===== src/rtl/gshare_predictor.sv =====
// -----------------------------------------------------------------------------
// gshare_predictor
//
// Gshare branch direction predictor. A pattern history table (PHT) of
// 2^IDX_W saturating counters is indexed by the word-aligned fetch PC xor'd
// with a global history register (GHR). The prediction is the counter MSB.
//
// Lookup is purely combinational. Training happens at the rising clock edge
// using the index that was produced at fetch and carried down to execute.
// The GHR is non-speculative: it records resolved outcomes only.
//
// Ports:
//   i_clk          clock, rising edge
//   i_rst_n        asynchronous active-low reset
//   i_lookup_pc    fetch-stage PC (bits [1:0] ignored)
//   o_pred_taken   predicted direction for i_lookup_pc
//   o_pred_idx     PHT index used for the lookup
//   i_update_en    a conditional branch resolved this cycle
//   i_update_idx   PHT index of the resolving branch
//   i_update_taken resolved direction
//   i_clear        synchronous clear of PHT and GHR (wins over an update)
//   o_ghr          current global history
// -----------------------------------------------------------------------------
module gshare_predictor #(
  parameter int PC_W  = 32,
  parameter int IDX_W = 6,
  parameter int CNT_W = 2,
  parameter int GHR_W = 6
) (
  input  logic             i_clk,
  input  logic             i_rst_n,
  input  logic [PC_W-1:0]  i_lookup_pc,
  output logic             o_pred_taken,
  output logic [IDX_W-1:0] o_pred_idx,
  input  logic             i_update_en,
  input  logic [IDX_W-1:0] i_update_idx,
  input  logic             i_update_taken,
  input  logic             i_clear,
  output logic [GHR_W-1:0] o_ghr
);

  localparam int DEPTH = 1 << IDX_W;

  // Weakly-not-taken: 0111..1, i.e. one below the taken threshold.
  localparam logic [CNT_W-1:0] CNT_WNT = CNT_W'((1 << (CNT_W - 1)) - 1);
  localparam logic [CNT_W-1:0] CNT_MAX = '1;

  logic [CNT_W-1:0] pht [DEPTH];
  logic [GHR_W-1:0] ghr;
  logic [IDX_W-1:0] lookup_idx;
  logic [CNT_W-1:0] cnt_cur;
  logic [CNT_W-1:0] cnt_next;
  logic [GHR_W-1:0] ghr_next;

  // Only the word-index bits of the PC feed the hash.
  logic unused_pc_bits;
  assign unused_pc_bits = ^{i_lookup_pc[PC_W-1:IDX_W+2], i_lookup_pc[1:0]};

  // ---------------------------------------------------------------------------
  // Lookup: history is zero-extended to the index width before hashing.
  // Reads the current (pre-update) table; there is deliberately no bypass.
  // ---------------------------------------------------------------------------
  assign lookup_idx   = i_lookup_pc[IDX_W+1:2] ^ IDX_W'(ghr);
  assign o_pred_idx   = lookup_idx;
  assign o_pred_taken = pht[lookup_idx][CNT_W-1];
  assign o_ghr        = ghr;

  // ---------------------------------------------------------------------------
  // Saturating counter next value for the entry being trained.
  // ---------------------------------------------------------------------------
  always_comb begin
    // NOTE: defaults first so every path assigns cnt_next -- no latch inferred.
    cnt_cur  = pht[i_update_idx];
    cnt_next = cnt_cur;
    if (i_update_taken) begin
      if (cnt_cur != CNT_MAX) cnt_next = cnt_cur + CNT_W'(1);
    end else begin
      if (cnt_cur != '0)      cnt_next = cnt_cur - CNT_W'(1);
    end
  end

  // Shift the resolved outcome in at the LSB; truncation drops the oldest bit.
  // Works unchanged for GHR_W == 1, where the history is just the last outcome.
  assign ghr_next = GHR_W'({ghr, i_update_taken});

  // ---------------------------------------------------------------------------
  // State: PHT and GHR.
  // ---------------------------------------------------------------------------
  always_ff @(posedge i_clk or negedge i_rst_n) begin
    if (!i_rst_n) begin
      // NOTE: the table is flops, not SRAM, so every entry gets a reset value;
      // an un-reset table would predict X until each entry was trained.
      for (int i = 0; i < DEPTH; i++) pht[i] <= CNT_WNT;
      ghr <= '0;
    end else if (i_clear) begin
      for (int i = 0; i < DEPTH; i++) pht[i] <= CNT_WNT;
      ghr <= '0;
    end else if (i_update_en) begin
      // NOTE: non-blocking assignments keep the same-cycle lookup reading the
      // old counter and old history, with the new values visible next cycle.
      pht[i_update_idx] <= cnt_next;
      ghr               <= ghr_next;
    end
  end

endmodule

===== config.mk =====
export PLATFORM = sky130hd
export DESIGN_NAME = gshare_predictor
export DESIGN_NICKNAME = d
export VERILOG_FILES = /design/src/rtl/gshare_predictor.sv
export SDC_FILE = /design/constraint.sdc
export NUM_CORES = 1
export LEC_CHECK = 0
export CAP_MARGIN = 25
export CORE_UTILIZATION = 55
export DETAILED_ROUTE_END_ITERATION = 8
export PLACE_DENSITY = 0.78
export SETUP_SLACK_MARGIN = 0.05
export SLEW_MARGIN = 20
export SYNTH_ARGS = -nofsm -noshare
export SYNTH_HDL_FRONTEND = slang
export SYNTH_SLANG_ARGS = --single-unit

===== constraint.sdc =====
create_clock -name i_clk -period 10.6 [get_ports i_clk]
set_clock_uncertainty 0.15 [all_clocks]
set_input_delay 2.12 -clock i_clk [delete_from_list [all_inputs] [get_ports i_clk]]
set_output_delay 2.12 -clock i_clk [all_outputs]
set_load 0.03 [all_outputs]

## Word level (Yosys, flattened, before mapping)

Index checks and enable logic that the tools add are counted.

- Register bits: 134
- Latch bits: 0
- RAM bits: 0
- Bits in read-only memories: 0
- Input port bits: 43
- Output and inout port bits: 13
- Logic and storage cells: 93
- Memories: 0

- $add $sub $neg: 2
- Multiply operators: 0
- Div/mod/pow operators: 0
- Magnitude comparators: 3
- Equality and inequality tests: 1
- Shift operators: 0
- Muxes and demuxes: 16
- Bitwise logic cells: 3
- Reductions and logical operators: 3

Operators with widths:

| kind | number |
|---|---|
| 2-to-1 mux 128 bit | 2 |
| bitwise mux 128 bit | 1 |
| binary-select mux 2 bit (select 6 bit) | 2 |
| 2-to-1 mux 2 bit | 8 |
| greater-or-equal comparator 7 bit, second input constant | 2 |
| inverter 6 -> 7 bit | 2 |
| demux 2 bit (select 6 bit) | 1 |
| 2-to-1 mux 6 bit | 2 |
| less-than comparator 7 x 1 -> 1 bit, second input constant | 1 |
| XOR 6 bit | 1 |
| nonzero test 2 bit | 2 |
| adder 2 x 1 -> 2 bit, second input constant | 1 |
| != test 2 bit, second input constant | 1 |
| subtractor 2 x 1 -> 2 bit, second input constant | 1 |
| logical AND 1 bit | 1 |

## Depth between registers and ports, before layout

Gate-level depths: netlist of the first run.

- Depth in word-level cells: 10
- Depth in mapped cells: 12
- Gate-level depth less buffers: 7

## Worst setup path after synthesis of the first run

OpenSTA, ideal clock, no wires.

- Kind: input-to-output
- From: input port i_lookup_pc[2]
- To: output port o_pred_taken
- Data arrival time: 4.849 ns
- Data required time: 8.330 ns
- Setup slack: 3.481 ns
- Cell stages on the path: 5
- Buffers on the path: 1
- Cells stage by stage: xor2_1 > buf_2 > mux4_2 > mux4_2 > mux4_2

- Word-level cells in the longest chain between the ends: 5

Ends and longest elaborated chain:

| element | line | RTL |
|---|---|---|
| from (decl) | 32 | `input logic [PC_W-1:0] i_lookup_pc,` |
| XOR 6 bit | 63 | `assign lookup_idx = i_lookup_pc[IDX_W+1:2] ^ IDX_W'(ghr);` |
| via o_pred_idx[0] | 34 | `output logic [IDX_W-1:0] o_pred_idx,` |
| inverter 6 -> 7 bit (not written as such) | 65 | `assign o_pred_taken = pht[lookup_idx][CNT_W-1];` |
| binary-select mux 2 bit (select 6 bit) | 65 |  |
| 2-to-1 mux 2 bit (not written as such) (2 in a row) | 65 |  |
| to (decl) | 33 | `output logic o_pred_taken,` |

The timed path passes the listed nets, and every way through them passes these cells. The select of a mux whose other input is x is not followed.

## Worst setup path after layout of the first run

- From: input port i_lookup_pc[2]
- To: output port o_pred_taken

- Word-level cells in the longest chain between the ends: 5

Ends and longest elaborated chain:

| element | line |
|---|---|
| XOR 6 bit | 63 |
| inverter 6 -> 7 bit (not written as such) | 65 |
| binary-select mux 2 bit (select 6 bit) | 65 |
| 2-to-1 mux 2 bit (not written as such) (2 in a row) | 65 |

Every way passes these cells. The select of a mux whose other input is x is not followed.

==> key figures, run 1 <==
Clock tree
  – Cts repair resizes: 0
  – Hold-fix buffers, CTS: 0
  – Clk Latency, worst-skew pair: 0.43 ns
  – Number of buffers created by CTS: 17
  – TritonCTS clock tree: built
  – Clock transition at path regs: 0.05 ns
  – CTS Sinks: 134
  – Setup Buffers After CTS: 0
  – Clk buf depth: 2
  – H-Tree Depth: 4
  – Clk root buf: clkbuf_16

Worst setup path
  – Kind of capture point of the worst setup path: output port
  – CP cell instances: clkdlybuf4s50_1, xor2_2, buf_4, mux4_2, mux4_2, mux4_2, clkdlybuf4s50_1
  – Slowest CP cell: clkdlybuf4s50_1
  – RR Startpoint: pht[48]$_DFFE_PN1P_
  – Crit Path Class: input port to output port
  – Critical path's most frequent cell: mux4_2
  – Critical path origin: i_lookup_pc[2]
  – Worst R2R End: pht[45]$_DFFE_PN0P_
  – Worst EP arrival: 5.36 ns
  – CP Capture Point: o_pred_taken
  – Largest stage delay, worst path: 0.61 ns
  – FF-to-FF path depth: 8
  – Crit Path Max Fanout: 16
  – FF-to-FF setup slack: 7.02 ns
  – Crit path launch type: input port
  – WP data required: 8.33 ns

STA
  – Worst Tran Pin Value: 1.10 ns
  – Hold Fails Final Rpt: 0
  – Max Slew Vio Count: 0
  – Final setup viols: 0
  – Final min period: 7.63 ns
  – Slew margin rel.: 26.1%
  – Tcrit/Tclk final: 72.0%
  – Setup tns final: 0 ns
  – Fmax achieved: 131 MHz
  – RSZ-0062 raised after global routing: no

Yosys
  – Leading area contributor after synthesis: dfrtp_1
  – Post-synthesis cell count: 710
  – Ys Warns: 0
  – EDFF count, synth: 0
  – Seq/Total Area, Yosys: 45.8%
  – Main flop type after synthesis: dfrtp_1
  – Library cells used by synthesis: 47
  – Top-count cell post-synth: nor2_1
  – Net Count, Synth: 753
  – Top post-synthesis cells by count: 94 x nor2_1, 70 x dfrtp_1, 64 x dfstp_2, 55 x a21oi_1, 55 x nor2b_1
  – Mean Syn Cell Area: 10.6 um2
  – Synth top area share: 23.3%
  – Post-synth ARST share: 100%
  – Yosys reg bits: 134
  – Area contributors post-synth: dfrtp_1 23%, dfstp_2 22%, mux4_2 8.4%, a211o_1 5.7%, mux2i_1 5.5%
  – Synth Cell Area: 0.00750 mm2

Die
  – Die X: 119 um
  – FP Rows: 42
  – Die area: 0.0141 mm2
  – Die Ht: 119 um
  – Initial core utilization: 56.4%
  – I/O Pins: 56
  – Core area: 0.0133 mm2

Min path
  – Worst min-delay path category: flop to flop

Detailed routing
  – Max Used Layer: met4
  – Metal2 WL: 10300 um
  – Post-Route WL: 21900 um
  – DRC: 0
  – Routed Antenna Nets: 0
  – 1st-pass router iterations: 6
  – Wire length on met3: 2290 um
  – Vias per cell: 6.91
  – Vias post-DR: 6299
  – Met1 WL: 8460 um
  – DR WL/cell: 24.0 um
  – DR iter-0 viols: 966

Final layout
  – Fin area: 0.00847 mm2
  – Share of layout cells above drive strength 1: 21.9%
  – Antenna Diode Count: 0
  – Nets: 766
  – P&R area growth vs syn: 12.9%

Global routing
  – First-pass GRT wire length: 34800 um
  – GR Util All Layers: 32.5%
  – Initial antenna violation count: 0
  – Vias in the first global route: 6304
  – Largest net degree at the start of global routing: 72
  – Overflow after GRT: 0

Power
  – Max VDD drop: 0.000132 V
  – Cell area power density: 153 mW/mm2
  – Leak: 3.23 nW

Placement
  – DP HPWL: 13700 um
  – GP Congestion: 0.931
  – Number of port buffers: 29
  – Placed cell area: 0.00784 mm2

Run
  – Max_cap viols: 0

Run status
  – Status: complete, no violations
-- layout by cell type, fill, tap and decap left out, types with 28 or more instances in the layout --
master   instances
a211o_1         49
a21oi_1         55
dfrtp_1         70
dfstp_2         64
mux2i_1         41
mux4_2          28
nand2_1         34
nor2_1          94
nor2b_1         55
o21ai_0         50
-- metrics by stage --
stage          worst slack (ns)  utilization [%]  std cells  power [mW]  hold slack, ns
3_5_place_dp               2.97             58.9        879       0.671           0.341
4_1_cts                    2.97             63.6        911        1.29           0.351
2_1_floorplan              3.48                -        710       0.624           0.326
3_3_place_gp               2.78             58.9        878       0.667           0.335
5_1_grt                    2.92             63.7        912        1.33           0.365
6_report                   2.97             63.7        912        1.29           0.353
-- where the power goes --
| part | leakage [nW] | switching (mW) | internal (mW) |
|---|---|---|---|
| sequential | 1.65 | 0.00316 | 0.518 |
| clock | 0.304 | 0.219 | 0.404 |
| combinational | 1.28 | 0.106 | 0.0427 |
-- per-layer routing --
layer  vias up  global-route usage (%)
li1       2656                       -
met4         0                    14.6
met1      3152                    44.2
met2       413                    49.7
met5         -                       0
met3        78                    7.82
-- cell families (layout without fill, tap and decap cells) --
family | after synthesis | in the layout | share of synthesized area, %
AOI/OAI and AO/OA | 223 | 223 | 20.5
muxes | 75 | 75 | 15.0
and+or+nand+nor | 215 | 215 | 13.8
buffers and inverters | 54 | 80 | 3.85
xor gates and xnor gates | 6 | 6 | 0.700
DFF | 134 | 134 | 45.8
adders and majority gates | 3 | 3 | 0.450
-- cell type report --
cell class / instances / area, um2
clock buffer: 22 / 464
clock inverter: 10 / 153
fill: 1019 / 4820
inverter: 8 / 30.0
multi-input combinational: 522 / 3800
sequential: 134 / 3430
tap: 176 / 220
timing repair buffer: 40 / 377
-- worst min path at each step --
| stage | from | endpoint | cells after the start |
|---|---|---|---|
| after floorplan | pht[86]$_DFFE_PN1P_ | pht[86]$_DFFE_PN1P_ | 2 |
| after global placement | pht[94]$_DFFE_PN1P_ | pht[94]$_DFFE_PN1P_ | 2 |
| after detailed placement | pht[30]$_DFFE_PN1P_ | pht[30]$_DFFE_PN1P_ | 2 |
| after CTS | pht[30]$_DFFE_PN1P_ | pht[30]$_DFFE_PN1P_ | 2 |
| after global routing | pht[30]$_DFFE_PN1P_ | pht[30]$_DFFE_PN1P_ | 2 |
| final | pht[18]$_DFFE_PN1P_ | pht[18]$_DFFE_PN1P_ | 2 |
-- flip-flops by register name, indices dropped and copies added, names as in the netlist --
name,count
pht,128
o_ghr,6
-- critical path: cells and delay by family --
family    cells  cell delay (ns)
xor+xnor      1             0.17
buf+inv       3             1.49
mux           3             1.58
(Power assumes the default switching activity.)
==> run 2: changes to the inputs <==
--- a/config.mk
+++ b/config.mk
@@ -6,7 +6,7 @@
 export NUM_CORES = 1
 export LEC_CHECK = 0
 export CAP_MARGIN = 25
-export CORE_UTILIZATION = 55
+export CORE_UTILIZATION = 53
 export DETAILED_ROUTE_END_ITERATION = 8
 export PLACE_DENSITY = 0.78
 export SETUP_SLACK_MARGIN = 0.05
==> constraint.sdc (replaced) <==
create_clock -name i_clk -period 6.2 [get_ports i_clk]
set_clock_uncertainty 0.15 [all_clocks]
set_input_delay 1.24 -clock i_clk [delete_from_list [all_inputs] [get_ports i_clk]]
set_output_delay 1.24 -clock i_clk [all_outputs]
set_load 0.03 [all_outputs]
==> run 2 against run 1 <==
Against the previous run:
- register-to-register slack got worse by 4.0 ns
- first-iteration DRC count shrank 7.5%
- core utilization down 2.2 points
- design area grew 0.44%
- final cell count increased by 0.88%
- largest power group unchanged
- critical path type unchanged
- global-route usage down 1.6 points
- die area is 3.7% higher
==> key figures, run 2 (same netlist as run 1, synthesis figures left out) <==
Clock tree
  – TritonCTS clock tree: built
  – Clk root buf: clkbuf_16
  – CTS Sinks: 134
  – Setup Buffers After CTS: 0
  – H-Tree Depth: 4
  – Clock transition at path regs: 0.06 ns
  – Clk buf depth: 2
  – Clk Latency, worst-skew pair: 0.44 ns
  – Cts repair resizes: 0
  – Hold-fix buffers, CTS: 0
  – Number of buffers created by CTS: 17

Power
  – Max VDD drop: 0.000203 V
  – Leak: 3.23 nW
  – Sw Ratio: 26.7%
  – Seq pwr share: 41.5%
  – Cell area power density: 252 mW/mm2
  – Clock power frac: 46.4%
  – Pint: 1.57 mW
  – Power share of the combinational group: 12.0%
  – Sw power: 0.573 mW
  – Power Total: 2.15 mW

Worst setup path
  – WP data required: 4.81 ns
  – Crit path launch type: input port
  – Crit Path Class: input port to output port
  – Kind of capture point of the worst setup path: output port
  – Worst EP arrival: 4.30 ns
  – Crit Path Max Fanout: 17

Final layout
  – Max reg flops: 128
  – Commonest non-fill, non-tap cell in the layout: nor2_1
  – Most flops, register: pht
  – Fin area: 0.00851 mm2
  – Most frequent cells in the layout: 94 x nor2_1, 70 x dfrtp_1, 64 x dfstp_2
  – Share of layout cells above drive strength 1: 22.6%
  – Antenna Diode Count: 0
  – Post-layout util: 61.6%
  – P&R area growth vs syn: 13.4%
  – Nets: 770

Placement
  – Number of port buffers: 29
  – GP Congestion: 0.920
  – Placed cell area: 0.00789 mm2
  – Worst slack, placed: 0.504 ns
  – DP HPWL: 13500 um

Die
  – FP Rows: 43
  – Initial core utilization: 54.3%
  – Die X: 121 um
  – I/O Pins: 56
  – Die area: 0.0146 mm2
  – Die Ht: 121 um
  – Core area: 0.0138 mm2

STA
  – Worst Tran Pin Value: 1.02 ns
  – Final setup viols: 0
  – Final worst slack: 0.508 ns
  – Fmax achieved: 176 MHz
  – Slew margin rel.: 31.5%
  – Hold Fails Final Rpt: 0
  – Setup tns final: 0 ns
  – RSZ-0062 raised after global routing: no
  – Max Slew Vio Count: 0
  – Tcrit/Tclk final: 91.8%
  – Final min period: 5.69 ns

Detailed routing
  – Vias post-DR: 6332
  – Routed Antenna Nets: 0
  – DR WL/cell: 23.4 um
  – Vias per cell: 6.88
  – Post-Route WL: 21500 um
  – DRC: 0
  – 1st-pass router iterations: 6
  – DR iter-0 viols: 894

Run
  – Max_cap viols: 0

Global routing
  – Initial antenna violation count: 1
  – Overflow after GRT: 0
  – GR Util All Layers: 30.9%
  – First-pass GRT wire length: 33800 um
  – Vias in the first global route: 6290
  – Largest net degree at the start of global routing: 83

Min path
  – Worst min-delay path category: flop to flop

Run status
  – Status: complete, no violations
[run 2: cell types whose count changed in the layout (fill, tap and decap cells not counted)]
cell	delta
clkinvlp_4	+5
buf_12	+3
buf_4	+2
bufinv_16	-2
clkbuf_1	-2
clkinv_2	-2
buf_6	-1
clkinv_4	+1
[run 2: final cells by class]
type	instances	area (um2)
clock buffer	20	457
multi-input combinational	522	3800
tap	180	225
inverter	8	30.0
sequential	134	3430
clock inverter	12	129
fill	1056	5320
timing repair buffer	44	440
[run 2: worst paths after layout]
path | startpoint | to | slack, ns | cells past startpoint
max | i_lookup_pc[2] | o_pred_taken | 0.51 | 7
min | pht[18]$_DFFE_PN1P_ | pht[18]$_DFFE_PN1P_ | 0.35 | 2
max reg2reg | pht[72]$_DFFE_PN1P_ | pht[3]$_DFFE_PN0P_ | 3.04 | 8
min reg2reg | pht[18]$_DFFE_PN1P_ | pht[18]$_DFFE_PN1P_ | 0.35 | 2
max in group asynchronous | i_rst_n | pht[105]$_DFFE_PN0P_ | 4.09 | 2
min in group asynchronous | i_rst_n | pht[69]$_DFFE_PN0P_ | 0.64 | 1
[run 2: metrics by stage]
step | instances | hold WS [ns]
finish | 920 | 0.348
global route | 920 | 0.370
CTS | 918 | 0.353
detailed placement | 886 | 0.344
global placement | 886 | 0.333
floorplan | 710 | 0.326
[run 2: power by group through the flow]
| stage | logic (mW) | registers, mW | clock network (mW) |
|---|---|---|---|
| 6_report | 0.259 | 0.891 | 0.998 |
| 5_1_grt | 0.273 | 0.892 | 1.04 |
| 4_1_cts | 0.247 | 0.891 | 1.01 |
| 3_5_place_dp | 0.247 | 0.905 | 0 |
| 3_3_place_gp | 0.242 | 0.904 | 0 |
| 2_1_floorplan | 0.162 | 0.905 | 0 |
[run 2: per-layer routing]
layer / track usage, % / wire (um) / vias to the layer above / share of wire, %
met4: 17.4 / 952 / 2 / 4.4
met5: 0 / 13 / - / 0.060
met1: 39.9 / 8500 / 3212 / 39
li1: - / - / 2663 / -
met2: 46.0 / 9910 / 367 / 46
met3: 9.82 / 2150 / 88 / 10
[run 2: worst max-delay path: stages]
cell and delay [ns]:
clkdlybuf4s50_1 0.50, xor2_2 0.20, buf_12 0.22, mux4_2 0.54, mux4_2 0.50, mux4_2 0.47, clkdlybuf4s50_1 0.62
